## src/rtl/uart_pkg.sv

```systemverilog
// Shared UART definitions: transmitter states, data width and bit-period helper.
package uart_pkg;

    typedef enum logic [1:0] {TX_IDLE, TX_START, TX_DATA, TX_STOP} tx_state_t;

    localparam int UART_DATA_BITS = 8;

    function automatic int clk_per_bit(input real sysclk, input real baud);
        return int'(sysclk / baud);
    endfunction

endpackage

```

## src/rtl/uart_tx_fifo.sv

```systemverilog
// Synchronous show-ahead byte FIFO; rd_data is the head whenever !empty.
// full is registered and held high through reset so writers stall until the FIFO is live.
module uart_tx_fifo #(
    parameter int DEPTH = 16,
    parameter int WIDTH = 8
) (
    input  logic             clk,
    input  logic             rst,
    input  logic             wr_en,
    input  logic [WIDTH-1:0] wr_data,
    input  logic             rd_en,
    output logic [WIDTH-1:0] rd_data,
    output logic             full,
    output logic             empty
);
    localparam int PW = $clog2(DEPTH);

    logic [WIDTH-1:0] r_mem [DEPTH];
    logic [PW-1:0]    r_wr_ptr;
    logic [PW-1:0]    r_rd_ptr;
    logic [PW:0]      r_count;
    logic             r_full;
    logic             w_wr;
    logic             w_rd;
    logic [PW:0]      w_count_nxt;

    assign w_wr        = wr_en && !r_full;
    assign w_rd        = rd_en && (r_count != '0);
    assign w_count_nxt = r_count + (PW+1)'(w_wr) - (PW+1)'(w_rd);

    always_ff @(posedge clk) begin
        if (rst) begin
            r_wr_ptr <= '0;
            r_rd_ptr <= '0;
            r_count  <= '0;
            r_full   <= 1'b1;
        end else begin
            if (w_wr) r_wr_ptr <= r_wr_ptr + PW'(1);
            if (w_rd) r_rd_ptr <= r_rd_ptr + PW'(1);
            r_count <= w_count_nxt;
            r_full  <= (w_count_nxt == (PW+1)'(DEPTH));
        end
    end

    always_ff @(posedge clk) begin
        if (w_wr) r_mem[r_wr_ptr] <= wr_data;
    end

    assign rd_data = r_mem[r_rd_ptr];
    assign full    = r_full;
    assign empty   = (r_count == '0);

endmodule

```

## src/rtl/uart_tx_buffered.sv

```systemverilog
// Buffered 8N1 UART transmitter: FIFO-fed, LSB first, back-to-back frames with no idle gap.
// A byte written into an empty FIFO while idle is popped one edge later; tx falls the edge after that.
module uart_tx_buffered
    import uart_pkg::*;
#(
    parameter real SYSCLOCK   = 27.0,
    parameter real BAUDRATE   = 1.0,
    parameter int  FIFO_DEPTH = 16
) (
    input  logic                      clk,
    input  logic                      rst,
    input  logic [UART_DATA_BITS-1:0] data_in,
    input  logic                      data_in_valid,
    output logic                      data_in_ready,
    output logic                      tx,
    output logic                      tx_bsy,
    output logic                      tx_done,
    output logic                      fifo_empty
);
    localparam int CLKPERBIT = clk_per_bit(SYSCLOCK, BAUDRATE);
    localparam int CNT_W     = $clog2(CLKPERBIT);
    localparam int IDX_W     = $clog2(UART_DATA_BITS);

    tx_state_t                 r_state;
    tx_state_t                 w_state_nxt;
    logic [CNT_W-1:0]          r_cnt;
    logic [CNT_W-1:0]          w_cnt_nxt;
    logic [CNT_W-1:0]          w_cnt_inc;
    logic [IDX_W-1:0]          r_idx;
    logic [IDX_W-1:0]          w_idx_nxt;
    logic [UART_DATA_BITS-1:0] r_shift;
    logic                      r_tx;
    logic                      r_bsy;
    logic                      r_done;
    logic                      w_tx_nxt;
    logic                      w_last;
    logic                      w_pop;
    logic                      w_fifo_full;
    logic                      w_fifo_empty;
    logic [UART_DATA_BITS-1:0] w_fifo_dat;

    uart_tx_fifo #(
        .DEPTH (FIFO_DEPTH),
        .WIDTH (UART_DATA_BITS)
    ) u_fifo (
        .clk     (clk),
        .rst     (rst),
        .wr_en   (data_in_valid && data_in_ready),
        .wr_data (data_in),
        .rd_en   (w_pop),
        .rd_data (w_fifo_dat),
        .full    (w_fifo_full),
        .empty   (w_fifo_empty)
    );

    assign w_last    = (r_cnt == CNT_W'(CLKPERBIT - 1));
    assign w_cnt_inc = w_last ? '0 : r_cnt + CNT_W'(1);

    always_comb begin
        w_state_nxt = r_state;
        w_cnt_nxt   = w_cnt_inc;
        w_idx_nxt   = r_idx;
        w_pop       = 1'b0;
        w_tx_nxt    = 1'b1;
        case (r_state)
            TX_IDLE: begin
                w_cnt_nxt = '0;
                w_idx_nxt = '0;
                if (!w_fifo_empty) begin
                    w_pop       = 1'b1;
                    w_state_nxt = TX_START;
                end
            end
            TX_START: begin
                w_tx_nxt = 1'b0;
                if (w_last) w_state_nxt = TX_DATA;
            end
            TX_DATA: begin
                w_tx_nxt = r_shift[r_idx];
                if (w_last) begin
                    if (r_idx == IDX_W'(UART_DATA_BITS - 1)) w_state_nxt = TX_STOP;
                    else                                     w_idx_nxt   = r_idx + IDX_W'(1);
                end
            end
            TX_STOP: begin
                // Popping on the final stop cycle keeps consecutive frames contiguous.
                if (w_last) begin
                    w_idx_nxt = '0;
                    if (!w_fifo_empty) begin
                        w_pop       = 1'b1;
                        w_state_nxt = TX_START;
                    end else begin
                        w_state_nxt = TX_IDLE;
                    end
                end
            end
            default: w_state_nxt = TX_IDLE;
        endcase
    end

    always_ff @(posedge clk) begin
        if (rst) begin
            r_state <= TX_IDLE;
            r_cnt   <= '0;
            r_idx   <= '0;
            r_shift <= '0;
            r_tx    <= 1'b1;
            r_bsy   <= 1'b0;
            r_done  <= 1'b0;
        end else begin
            r_state <= w_state_nxt;
            r_cnt   <= w_cnt_nxt;
            r_idx   <= w_idx_nxt;
            if (w_pop) r_shift <= w_fifo_dat;
            r_tx    <= w_tx_nxt;
            r_bsy   <= (r_state != TX_IDLE);
            r_done  <= (r_state == TX_STOP) && w_last;
        end
    end

    assign data_in_ready = !w_fifo_full;
    assign fifo_empty    = w_fifo_empty;
    assign tx            = r_tx;
    assign tx_bsy        = r_bsy;
    assign tx_done       = r_done;

endmodule

```

## config.mk

```make
export PLATFORM = sky130hd
export DESIGN_NAME = uart_tx_buffered
export DESIGN_NICKNAME = d
export VERILOG_FILES = /design/src/rtl/uart_pkg.sv /design/src/rtl/uart_tx_fifo.sv /design/src/rtl/uart_tx_buffered.sv
export SDC_FILE = /design/constraint.sdc
export NUM_CORES = 1
export LEC_CHECK = 0
export BUFFER_PORTS_ARGS = -buffer_cell sky130_fd_sc_hd__buf_4
export CAP_MARGIN = 20
export CORE_AREA = 2 2 135 137
export CTS_BUF_LIST = sky130_fd_sc_hd__clkbuf_8
export CTS_CLUSTER_SIZE = 25
export DETAILED_ROUTE_END_ITERATION = 8
export DIE_AREA = 0 0 137 139
export SLEW_MARGIN = 0
export SYNTH_ARGS = -nofsm -noshare
export SYNTH_HDL_FRONTEND = slang
export SYNTH_HIERARCHICAL = 1
export SYNTH_SLANG_ARGS = --single-unit
export TNS_END_PERCENT = 20
```

## constraint.sdc

```tcl
create_clock -name clk -period 3.3 [get_ports clk]
set_input_delay 0.66 -clock clk [delete_from_list [all_inputs] [get_ports clk]]
set_output_delay 0.66 -clock clk [all_outputs]
set_load 0.02 [all_outputs]
```

== Yosys cells after proc, flatten, opt, wreduce, memory -nomap -nowiden ==
Memories as Yosys holds them, arrays and structs flattened. A register that Yosys moved wholly into a read port is not among the register bits.
Cells that the tools add are included.

* Register bits after elaboration: 27
* Bits in latches: 0
* RAM bits: 128
* ROM bits: 0
* Input bits: 11
* Output and inout bits: 5
* Logic and storage cells: 62
* Memories kept: 1

* $add $sub $neg: 6
* Multiply operators: 0
* Div/mod/pow operators: 0
* Order comparisons: 1
* Equal/unequal tests: 12
* Shift operators: 0
* Multiplexer cells: 19
* Bitwise gates (word level): 0
* Reductions and logical operators: 13

{| class="wikitable"
|+ Memory list
! memory !! depth !! bits a word !! rd ports !! clocked after Yosys merged registers in !! wr ports !! RTL line !! source
|-
| u_fifo.r_mem || 16 || 8 || 1 || 1 || 1 || uart_tx_fifo.sv:18 || <nowiki>logic [WIDTH-1:0] r_mem [DEPTH];</nowiki>
|}

{| class="wikitable"
|+ Operators by type and width
! cell !! count
|-
| 2-bit != test (second input constant) || 6
|-
| 5-bit equality test (second input constant) || 2
|-
| 2-bit two-way mux || 5
|-
| 3-bit two-way mux || 3
|-
| 3-bit one-hot mux with 3 select lines || 1
|-
| 4-bit by 1-bit adder with 4-bit output (second input constant) || 2
|-
| 2-bit one-hot mux with 4 select lines || 1
|-
| 1-bit two-way mux || 6
|-
| 5-bit by 1-bit adder with 5-bit output || 1
|-
| 5-bit by 1-bit adder with 5-bit output (second input constant) || 1
|-
| 5-bit logical NOT || 1
|-
| 5-bit AND reduction || 1
|-
| 5-bit nonzero test || 1
|-
| 5-bit by 1-bit subtractor with 5-bit output || 1
|-
| 2-bit equality test (second input constant) || 2
|-
| 1-bit logical AND || 4
|-
| 3-bit by 4-bit less-than comparator with 1-bit output (second input constant) || 1
|-
| 1-bit one-hot mux with 2 select lines || 2
|-
| 4-bit AND reduction || 1
|-
| 3-bit by 1-bit adder with 3-bit output (second input constant) || 1
|-
| 1-bit binary-select mux with 3-bit select || 1
|-
| 3-bit equality test (second input constant) || 1
|-
| 3-bit nonzero test || 1
|-
| 3-bit OR reduction || 1
|-
| 4 further kinds || 4
|}

== Logic depth before layout (Yosys ltp) ==
* Depth after elaboration: 7
* Mapped depth: 17
* Depth with buffers taken out: 16

== Cells and area by module ==
Netlist, hierarchy kept.

{| class="wikitable"
|+ By module, submodules not included
! module !! instances !! cells an instance !! area an instance (µm²) !! sequential area each (µm²)
|-
| uart_tx_fifo || 1 || 310 || 5,808.1 || 4,204.0
|-
| uart_tx_buffered || 1 || 112 || 1,104.8 || 420.4
|}

== Worst setup path after synthesis ==
No wires, ideal clock.

* Path type: reg-to-reg
* From: register u_fifo.r_count[3]
* To: register u_fifo.r_full, in the netlist u_fifo/full
* Library setup time: 87 ps
* Arrival: 3,138 ps
* Data required time: 3,213 ps
* Slack: 75 ps
* Cell stages (with the launch flop): 18
* Buffers on the path: 1
* Clock period less this slack: 3,225 ps
* Cell sequence: dfxtp_1 > inv_1 > ha_1 > or4b_1 > inv_1 > nor3_1 > buf_4 > nand2_1 > inv_1 > ha_1 > inv_1 > ha_1 > inv_1 > fa_1 > nand2b_1 > a2bb2oi_1 > xnor2_1 > o31ai_1

* Cells in the longest elaborated chain, start to end: 7
* Elaborated cells between the ends (all ways): 9
* Those cells by class: add/sub: 2; eq/ne: 1; mux: 3; reduce/logical: 3

{| class="wikitable"
|+ RTL lines
! item !! RTL line !! source
|-
| start, declared || uart_tx_fifo.sv:21 || <nowiki>logic [PW:0] r_count;</nowiki>
|-
| start signal, assigned || uart_tx_fifo.sv:40 || <nowiki>r_count <= w_count_nxt;</nowiki>
|-
| 5-bit logical NOT * || uart_tx_fifo.sv:51 || <nowiki>assign empty = (r_count == '0);</nowiki>
|-
| named net fifo_empty || uart_tx_buffered.sv:18 || <nowiki>output logic fifo_empty</nowiki>
|-
| 1-bit two-way mux * || uart_tx_buffered.sv:69, uart_tx_buffered.sv:89 ||
|-
| 1-bit two-way mux || uart_tx_buffered.sv:87 || <nowiki>if (w_last) begin</nowiki>
|-
| 1-bit one-hot mux with 2 select lines * || uart_tx_buffered.sv:65 || <nowiki>case (r_state)</nowiki>
|-
| named net w_pop || uart_tx_buffered.sv:37 || <nowiki>logic w_pop;</nowiki>
|-
| 1-bit logical AND * || uart_tx_fifo.sv:28 || <nowiki>assign w_rd = rd_en && (r_count != '0);</nowiki>
|-
| 5-bit by 1-bit subtractor with 5-bit output * || uart_tx_fifo.sv:29 || <nowiki>assign w_count_nxt = r_count + (PW+1)'(w_wr) - (PW+1)'(w_rd);</nowiki>
|-
| 5-bit equality test * || uart_tx_fifo.sv:41 || <nowiki>r_full <= (w_count_nxt == (PW+1)'(DEPTH));</nowiki>
|-
| end signal, assigned || uart_tx_fifo.sv:41 ||
|-
| end, declared || uart_tx_fifo.sv:22 || <nowiki>logic r_full;</nowiki>
|}

Mark *: on every way through the listed nets, which the timed path passes. The rest lies on a longest branch.
A chain may end at the register's enable or synchronous reset.

== Worst setup path after layout ==
* From: register u_fifo.r_count[2]
* To: register u_fifo.r_full, in the netlist u_fifo/full

* Cells in the longest elaborated chain, start to end: 7
* Elaborated cells between the ends (all ways): 9
* Those cells by class: add/sub: 2; eq/ne: 1; mux: 3; reduce/logical: 3

{| class="wikitable"
|+ RTL lines
! item !! RTL line
|-
| 5-bit logical NOT || uart_tx_fifo.sv:51
|-
| 1-bit two-way mux || uart_tx_buffered.sv:69, uart_tx_buffered.sv:89
|-
| 1-bit two-way mux || uart_tx_buffered.sv:87
|-
| 1-bit one-hot mux with 2 select lines || uart_tx_buffered.sv:65
|-
| 1-bit logical AND || uart_tx_fifo.sv:28
|-
| 5-bit by 1-bit subtractor with 5-bit output * || uart_tx_fifo.sv:29
|-
| 5-bit equality test * || uart_tx_fifo.sv:41
|}

Every way passes the cells marked *; elsewhere a longest branch is shown, timed or not.

==> metrics.txt <==
outcome completed; drt drc 0; Placement Setup Slack 0.129 ns; yosys warns 6; Avg WL per Cell 17.1 µm; top_reg_cell synth edfxtp_1; Initial Util 39.2%; Die Area 19,000 µm²; met2 routed WL 5940 µm; Hold EP r_cnt[0]; Post-Syn Nets 454; total CTS buffers 17; Worst setup SP type flop; # rows 49; Hold Path Class reg2reg; Cells after Synth 422; setup ws final 0.255 ns; crit-path max FO 6; crit path from u_fifo/r_count[2]; 1st-iter DRT viols 252; PwrDens 682 nW/µm²; layout cells sized above 1 19.0%; main area contributors after synthesis edfxtp_1 (56%), dfxtp_1 (11%), mux4_1 (6.1%); hpwl dp 7880 µm; number of global-route vias before repair 3,634; Synth cell types 43; HP Start r_cnt[0]; TritonRoute pass-1 iters 5; CP Data Required Time 3.67 ns; post-route cell area 7770 µm²; Port Buffers 15; antenna violations before repair 0; CTS Sinks 167; Max Used Layer met4; leakage 2.70 nW; f_max 0.328 GHz; Reg2Reg Depth 16; Total Routing Usage GR 13.8%; hold path cells 1; mapped cell area 6910 µm²; Core Util, Final 44.0%; Worst-Margin Slew 0.760 ns; commonest non-fill, non-tap cell in the layout edfxtp_1; Max Buffers Root-to-Sink 2; IO Pins 16; FF-to-FF End u_fifo/full; top cell type's share of synthesized area 55.6%; number of gates resized after cts 0; Pins Over Slew Limit 0; Rel. slew slack 49.2%; clock slew at reported path FFs 0.09 ns; first-pass GRT wire length 19,600 µm; count of final setup violators 0; largest area contributor in the netlist edfxtp_1; post-synthesis area per instance 16.4 µm²; Clock Latency Late Sink 0.45 ns; Final #Nets 493; TNS Setup 0 ns; Worst Path Arrival 3.41 ns; final WL 12,000 µm; Crit. End Element flop; total gr overflow 0; fin crit period 3.05 ns; vias post-DR 3,514; DIE HEIGHT 139 µm; asr flop ratio synth 0%; reg-to-reg setup timing slack 0.25 ns; htree depth 4; n_diodes 0; area grow syn2layout 12.4%; pin count of the biggest net entering global routing 40; post-route clock period utilization 92.3%; Core Area 17,700 µm²; CP Class reg2reg; routed wl met3 509 µm; sequential share of the synthesized area 66.9%; DIE WIDTH 137 µm; maximum VDD drop 0.472 mV; CTS tree done; Final GP Congestion 0.765; FF+latch count, synth 167; Metal-1 WL 5520 µm; number of enable flip-flop cells after synthesis 128; Fillers 1,560; DR vias/cell 5.00; clk root buf clkbuf_8; post-CTS setup buffers 0; Hold Violations, Final 0; most frequent cells in the layout edfxtp_1 (128), nor2_1 (38), dfxtp_1 (38); DP Area 7370 µm²; worst r2r src u_fifo/r_count[2]; cts-stage hold buffer count 0; max-cap check violation count 0; post-route ant nets 0; Layout Skew 0.0157 ns
how the worst max path moves through the flow:
stage                             end  depth (start not counted)
after floorplan           u_fifo/full                         17
after global placement    u_fifo/full                         16
after detailed placement  u_fifo/full                         16
after CTS                 u_fifo/full                         16
after global routing      u_fifo/full                         16
final                     u_fifo/full                         16
registers in the layout, summed over array words and instances (netlist names), 2 cells and up, named ones only:
signal	count
u_fifo/r_mem	128
r_shift	8
r_cnt	5
u_fifo/r_count	5
u_fifo/r_rd_ptr	4
u_fifo/r_wr_ptr	4
r_idx	3
r_state	2
cell type report:
| class | count | area, µm² | share of cell area (%) |
|---|---|---|---|
| multi-input combinational | 220 | 2110 | 27.2 |
| sequential | 167 | 4630 | 59.5 |
| inverter | 18 | 70.1 | 0.901 |
| clock inverter | 15 | 166 | 2.14 |
| clock buffer | 17 | 234 | 3.01 |
| tap | 229 | 287 | 3.69 |
| timing repair buffer | 37 | 278 | 3.57 |
through the flow:
stage          std cells  power (mW)  hold slack, ns
2_1_floorplan        422        3.57           0.430
3_3_place_gp         671        3.85           0.445
3_5_place_dp         671        3.87           0.457
4_1_cts              703        5.36           0.479
5_1_grt              703        5.64           0.489
6_report             703        5.30           0.473
layer usage:
metal	vias to the layer above	track usage (%)
li1	1682	-
met1	1758	18.3
met2	68	22.2
met3	6	3.51
met4	0	4.40
met5	-	0
report_power, final:
part / internal (mW) / leakage, nW / total, mW / switching (mW)
sequential: 2.39 / 1.47 / 2.50 / 0.111
combinational: 0.659 / 1.03 / 1.33 / 0.668
clock: 0.692 / 0.201 / 1.47 / 0.777
cells in the mapped netlist (8+ instances only):
cell      count
mux4_1       16
ha_1         20
dfxtp_1      39
xor2_1        8
edfxtp_1    128
nor2_1       38
nand2_1      18
nand2b_1     22
inv_1        18
a22oi_1      16
mux2i_1      11
mux4_2       18
critical path, stage by stage (launching register included):
cell and delay, ns:
dfxtp_1 0.33, inv_1 0.08, ha_1 0.13, or4b_4 0.50, inv_4 0.11, nor3_2 0.05, nand2_1 0.10, inv_1 0.06
ha_1 0.27, inv_1 0.06, ha_1 0.16, inv_1 0.06, fa_1 0.39, nand2b_1 0.16, a2bb2oi_1 0.18, xnor2_1 0.10
o31ai_1 0.23
logic make-up (layout without fill, tap and decap cells):
group / after synthesis / count (layout) / share of synthesized area, %
buf+inv: 35 / 87 / 2.68
compound gates: 37 / 37 / 3.86
mux: 45 / 45 / 13.5
simple gates: 104 / 104 / 7.48
xor+xnor: 13 / 13 / 1.65
flops: 167 / 167 / 66.9
fa+ha+maj: 21 / 21 / 3.91
Power figures use the tool's default switching activity.
